**config.mk**
```make
export PLATFORM = sky130hd
export DESIGN_NAME = clint_ctrl
export DESIGN_NICKNAME = d
export VERILOG_FILES = /design/src/rtl/clint_ctrl_pkg.sv /design/src/rtl/clint_ctrl.sv
export SDC_FILE = /design/constraint.sdc
export NUM_CORES = 1
export LEC_CHECK = 0
export BUFFER_PORTS_ARGS = -buffer_cell sky130_fd_sc_hd__buf_2
export CELL_PAD_IN_SITES_DETAIL_PLACEMENT = 1
export CELL_PAD_IN_SITES_GLOBAL_PLACEMENT = 1
export CORE_ASPECT_RATIO = 0.75
export CORE_MARGIN = 2
export CORE_UTILIZATION = 24
export DETAILED_ROUTE_END_ITERATION = 8
export PLACE_DENSITY_LB_ADDON = 0.1
export SYNTH_ARGS = -nofsm -noshare
export SYNTH_HDL_FRONTEND = slang
export SYNTH_SLANG_ARGS = --single-unit
export TNS_END_PERCENT = 50
```
**constraint.sdc**
```tcl
create_clock -name clk -period 2.6 [get_ports clk]
set_clock_uncertainty 0.2 [all_clocks]
set_input_delay 0.26 -clock clk [delete_from_list [all_inputs] [get_ports clk]]
set_output_delay 0.26 -clock clk [all_outputs]
set_load 0.005 [all_outputs]
```
**src/rtl/clint_ctrl_pkg.sv**
```systemverilog
// Shared definitions for the core-local interrupt controller: CSR addresses,
// SYSTEM instruction encodings, synchronous cause codes, the sequencer state
// type and the mstatus bit-shuffle helpers used on trap entry and MRET.
package clint_ctrl_pkg;

    // Machine-mode CSR addresses written through the csr_reg side-port
    localparam logic [11:0] CSR_MSTATUS = 12'h300;
    localparam logic [11:0] CSR_MEPC    = 12'h341;
    localparam logic [11:0] CSR_MCAUSE  = 12'h342;

    // SYSTEM instruction encodings recognised in the execute stage
    localparam logic [31:0] INST_ECALL  = 32'h0000_0073;
    localparam logic [31:0] INST_EBREAK = 32'h0010_0073;
    localparam logic [31:0] INST_MRET   = 32'h3020_0073;

    // Synchronous exception cause codes
    localparam logic [31:0] CAUSE_ECALL_M    = 32'd11;
    localparam logic [31:0] CAUSE_BREAKPOINT = 32'd3;

    // mstatus bit positions
    localparam int MSTATUS_MIE  = 3;
    localparam int MSTATUS_MPIE = 7;

    typedef enum logic [2:0] {
        ST_IDLE,
        ST_MEPC,
        ST_MSTATUS,
        ST_MCAUSE,
        ST_MRET_MSTATUS,
        ST_ASSERT
    } state_e;

    // Trap entry: MPIE takes the old MIE, MIE is cleared
    function automatic logic [31:0] trap_mstatus(input logic [31:0] mstatus);
        logic [31:0] r;
        r               = mstatus;
        r[MSTATUS_MPIE] = mstatus[MSTATUS_MIE];
        r[MSTATUS_MIE]  = 1'b0;
        return r;
    endfunction

    // MRET: MIE is restored from MPIE, MPIE is set
    function automatic logic [31:0] mret_mstatus(input logic [31:0] mstatus);
        logic [31:0] r;
        r               = mstatus;
        r[MSTATUS_MIE]  = mstatus[MSTATUS_MPIE];
        r[MSTATUS_MPIE] = 1'b1;
        return r;
    endfunction

    // Zero-extend a 12-bit CSR address onto the 32-bit side-port bus
    function automatic logic [31:0] csr_addr(input logic [11:0] a);
        return {20'h0, a};
    endfunction

endpackage

```
**src/rtl/clint_ctrl.sv**
```systemverilog
// Core-local interrupt controller. Detects ECALL/EBREAK/MRET in execute and
// level-sensitive external interrupts, holds the pipeline, writes
// mepc/mstatus/mcause through the csr_reg side-port in a fixed order and then
// issues a one-cycle PC redirect to mtvec (trap) or mepc (MRET).
module clint_ctrl
    import clint_ctrl_pkg::*;
#(
    parameter int          INT_W       = 8,
    parameter logic [31:0] ASYNC_CAUSE = 32'h8000_0007
) (
    input  logic             clk,
    input  logic             rst,
    input  logic [31:0]      inst_i,
    input  logic [31:0]      inst_addr_i,
    input  logic             jump_flag_i,
    input  logic [31:0]      jump_addr_i,
    input  logic             hold_flag_i,
    input  logic [INT_W-1:0] int_flag_i,
    input  logic [31:0]      csr_mtvec_i,
    input  logic [31:0]      csr_mepc_i,
    input  logic [31:0]      csr_mstatus_i,
    input  logic             global_int_en_i,
    output logic             we_o,
    output logic [31:0]      waddr_o,
    output logic [31:0]      raddr_o,
    output logic [31:0]      data_o,
    output logic             hold_flag_o,
    output logic             int_assert_o,
    output logic [31:0]      int_addr_o
);

    state_e      state_q, state_d;
    logic [31:0] cause_q, cause_d;
    logic [31:0] epc_q, epc_d;
    logic        we_q, we_d;
    logic [31:0] waddr_q, waddr_d;
    logic [31:0] data_q, data_d;
    logic        int_assert_q, int_assert_d;
    logic [31:0] int_addr_q, int_addr_d;

    logic        detect_en;
    logic        ecall_det, ebreak_det, mret_det, async_det, trap_det;
    logic [31:0] new_cause, new_epc;

    // Events are only accepted while idle and while nothing else holds EX
    assign detect_en  = (state_q == ST_IDLE) && !hold_flag_i;
    assign ecall_det  = detect_en && (inst_i == INST_ECALL);
    assign ebreak_det = detect_en && (inst_i == INST_EBREAK);
    assign mret_det   = detect_en && (inst_i == INST_MRET);
    assign async_det  = detect_en && (|int_flag_i) && global_int_en_i;
    assign trap_det   = ecall_det || ebreak_det || (async_det && !mret_det);

    // Hold must rise in the detect cycle itself so EX cannot retire a CSR write
    assign hold_flag_o = trap_det || mret_det || (state_q != ST_IDLE);

    assign raddr_o      = 32'h0;
    assign we_o         = we_q;
    assign waddr_o      = waddr_q;
    assign data_o       = data_q;
    assign int_assert_o = int_assert_q;
    assign int_addr_o   = int_addr_q;

    // Cause/epc selection in priority order: ECALL, EBREAK, then async
    always_comb begin
        new_cause = ASYNC_CAUSE;
        new_epc   = jump_flag_i ? jump_addr_i : inst_addr_i;
        if (ecall_det) begin
            new_cause = CAUSE_ECALL_M;
            new_epc   = inst_addr_i;
        end else if (ebreak_det) begin
            new_cause = CAUSE_BREAKPOINT;
            new_epc   = inst_addr_i;
        end
    end

    // Next-state and next-output logic for the CSR write sequencer
    always_comb begin
        // NOTE: every signal gets a default before the case so no path leaves one unassigned, which would infer a latch.
        state_d      = state_q;
        cause_d      = cause_q;
        epc_d        = epc_q;
        we_d         = 1'b0;
        waddr_d      = 32'h0;
        data_d       = 32'h0;
        int_assert_d = 1'b0;
        int_addr_d   = 32'h0;
        unique case (state_q)
            ST_IDLE: begin
                if (trap_det) begin
                    state_d = ST_MEPC;
                    cause_d = new_cause;
                    epc_d   = new_epc;
                    we_d    = 1'b1;
                    waddr_d = csr_addr(CSR_MEPC);
                    data_d  = new_epc;
                end else if (mret_det) begin
                    state_d = ST_MRET_MSTATUS;
                    we_d    = 1'b1;
                    waddr_d = csr_addr(CSR_MSTATUS);
                    data_d  = mret_mstatus(csr_mstatus_i);
                end
            end
            ST_MEPC: begin
                state_d = ST_MSTATUS;
                we_d    = 1'b1;
                waddr_d = csr_addr(CSR_MSTATUS);
                data_d  = trap_mstatus(csr_mstatus_i);
            end
            ST_MSTATUS: begin
                state_d = ST_MCAUSE;
                we_d    = 1'b1;
                waddr_d = csr_addr(CSR_MCAUSE);
                data_d  = cause_q;
            end
            ST_MCAUSE: begin
                state_d      = ST_ASSERT;
                int_assert_d = 1'b1;
                int_addr_d   = csr_mtvec_i;
            end
            ST_MRET_MSTATUS: begin
                state_d      = ST_ASSERT;
                int_assert_d = 1'b1;
                int_addr_d   = csr_mepc_i;
            end
            ST_ASSERT: begin
                state_d = ST_IDLE;
            end
            default: begin
                state_d = ST_IDLE;
            end
        endcase
    end

    // State and registered side-port outputs, synchronous reset
    always_ff @(posedge clk) begin
        // NOTE: state uses non-blocking assignments so every register samples pre-edge values regardless of statement order.
        if (rst) begin
            state_q      <= ST_IDLE;
            cause_q      <= 32'h0;
            epc_q        <= 32'h0;
            we_q         <= 1'b0;
            waddr_q      <= 32'h0;
            data_q       <= 32'h0;
            int_assert_q <= 1'b0;
            int_addr_q   <= 32'h0;
        end else begin
            state_q      <= state_d;
            cause_q      <= cause_d;
            epc_q        <= epc_d;
            we_q         <= we_d;
            waddr_q      <= waddr_d;
            data_q       <= data_d;
            int_assert_q <= int_assert_d;
            int_addr_q   <= int_addr_d;
        end
    end

endmodule

```
==> flow_summary.ini <==
[status]
status = complete, no violations

[synthesis]
syn_inst = 358
ys.flop_type = dfxtp_1
ys_ff_latch = 76
async_flop_share_pct = 0
ys_types = 44
yosysTopAreaCellShare_pct = 43.38
netlist_area_sq_um = 3507
synth_edf_count = 0
seq_area_frac_synth_pct = 43.38
yosys_warnings = 0
yosys.area.top_type = dfxtp_1
syn_avg_cell_area_sq_um = 9.796
ys_top_cells_by_area = dfxtp_1 (43%), buf_4 (13%), mux2i_1 (8.8%)

[sta]
slew_headroom_pct = 16.39
fmax_mhz = 407.5
slew_violations = 0
setup_violations = 0
setup_tns_ps = 0
setup_slack_ps = 146.0
rsz0062_at_grt = false
hold_viol_final = 0
holdWs_ps = 0.9259
fin_crit_sh_pct = 94.38
tightestPinTransition_ps = 1254
fin_crit_ps = 2454

[final_layout]
mostFrequentLayoutCells = buf_2 (276), dlygate4sd3_1 (83), dfxtp_1 (76)
fin_nets = 916
fill_cells = 1768
drive_gt1_share_pct = 43.02
utilization_pct = 42.03
syn2layout_area_growth_pct = 72.07
final_common_cell = buf_2

[clocking]
cts_num_sinks = 76
clock_tree.root_cell = clkbuf_16
htreeDepth = 3
clock_path_buffers = 2
postCtsSetupRepairBufs = 0
tritoncts = built
cts.clk_slew.worst_paths_ps = 60
clk_latency_ps = 330
numCtsBuffers = 9

[setup_path]
crit_chain = nor4_4 > nand4_2 > nor3_4 > nor2_1 > nand4b_1 > buf_2
crit_path_max_incr_delay_ps = 390
end_kind = output pin
cp_data_required_time_ps = 2140
cp_top_family = simple AND/OR/NAND/NOR gates
start_kind = register
path_class = register to output pin
critPathMaxFanout = 6
worstPathArrival_ps = 1990
path_buf_inv = 1
slowest_stage = dfxtp_1

[power]
power_leakage_nw = 3.041
p_comb_share_pct = 17.5
pwr-share-seq_pct = 39.3
sw_frac_of_total_pct = 24.72
p_clk_share_pct = 43.2
p_switching_w = 0.0007772
powerDensity_nw_per_um2 = 521.1
ir_drop_uv = 246.0
internal-power_w = 0.002367
total_power_w = 0.003145

[grt]
grt_pass1_wl_mm = 21.13
gr-total-overflow = 0
antenna_found_initial = 2
grt_max_degree = 38
first_global_vias = 4169
grt_use_total_pct = 17.63

[job]
maxCapViolations = 0

[die]
start_util_pct = 24.42
fp.dieH_um = 108.7
core-area_sq_um = 14360
fp-row-count = 38
die_w_um = 143.6
die_area_sq_um = 15610
io_pins = 336

[placement]
gp_congestion = 0.7522
pre_cts_ws_ps = 215.7
post-dp-hpwl_mm = 10.58
io_buffers = 276

[drt]
via_per_inst = 4.343
postRouteAntennaNets = 0
post_drt_wl_per_cell_um = 15.95
vias = 3991
firstDrtPassIters = 6
wirelength_mm = 14.66
drc = 0
initialDrtViolationCount = 174

[min_path]
hold_class = primary input to register
## kinds of logic after synthesis
group                  Yosys count  synth area share (%)
AOI/OAI and AO/OA               85                 19.23
buffers and inverters           89                 17.02
DFF                             76                 43.38
muxes                           31                 8.848
other                            1                0.1069
and+or+nand+nor                 76                 11.42
## metal layers
| metal | share of wire (%) | up-vias | GRT usage, % | wire [um] |
|---|---|---|---|---|
| met2 | 53 | 208 | 33.74 | 7724 |
| met3 | 7.4 | 42 | 4.348 | 1087 |
| met4 | 3.6 | 0 | 8.333 | 521 |
| met1 | 36 | 1856 | 18.05 | 5323 |
| li1 | - | 1885 | - | - |
| met5 | 0 | - | 0 | 0 |
## through the flow
stage | std cells | cell area, sq um
global route | 918 | 6032
floorplan | 416 | 3725
global placement | 817 | 4866
finish | 919 | 6035
detailed placement | 817 | 4866
CTS | 916 | 6021
## synth_stat cells (all sizes together), types with 3 or more instances
| library cell | n |
|---|---|
| buf | 70 |
| o22ai | 5 |
| mux2i | 31 |
| o2bb2ai | 26 |
| nor4 | 7 |
| o21ai | 5 |
| a21oi | 5 |
| inv | 7 |
| a22oi | 32 |
| dfxtp | 76 |
| nor2 | 44 |
| nor3 | 3 |
| nand2 | 6 |
| clkbuf | 12 |
## cell type report
type                            instances  area (sq um)  area share, %
Antenna cell                            3         7.507         0.1244
Clock buffer                            9         225.2          3.732
Clock inverter                          7         98.84          1.638
Inverter                                7         26.28         0.4354
Multi-Input combinational cell        251          1615          26.77
Sequential cell                        76          1521          25.21
Tap cell                              200         250.2          4.147
Timing Repair Buffer                  366          2290          37.94
## tightest hold or removal path, delay by kind of cell
| kind | cells | cell delay, ps |
|---|---|---|
| and+or+nand+nor | 1 | 80 |
| AOI/OAI and AO/OA | 1 | 70 |
| buffers and inverters | 1 | 80 |
## power by group through the flow
| stage | Clock [W] | Sequential [W] | Combinational (W) |
|---|---|---|---|
| after floorplan | 0 | 0.00126 | 0.000247 |
| after global placement | 0 | 0.00126 | 0.000442 |
| after detailed placement | 0 | 0.00126 | 0.000448 |
| after CTS | 0.00141 | 0.00124 | 0.000549 |
| after global routing | 0.00146 | 0.00124 | 0.000603 |
| final | 0.00136 | 0.00124 | 0.000551 |
## worst paths after layout
check | start | end | slack (ps) | cells after the start
worst max-delay path | state_q[0] | hold_flag_o | 150 | 6
worst min-delay path | csr_mtvec_i[16] | int_addr_o[16] | 0.9 | 3
worst max register to register | state_q[1] | int_addr_o[5] | 230 | 5
worst min register to register | cause_q[1] | cause_q[1] | 270 | 2
## state kept, by name, summed over array words and instances, names as in the netlist
signal / count
we_o: 1
waddr_o: 4
data_o: 32
int_addr_o: 32
int_assert_o: 1
state_q: 3
cause_q: 3
## timing repair
action	in CTS	in global routing
resized for setup	0	1
hold buffers	83	0
endpoints found under the setup margin	0	1
hold endpoints to repair	56	0
(Power assumes the default switching activity.)
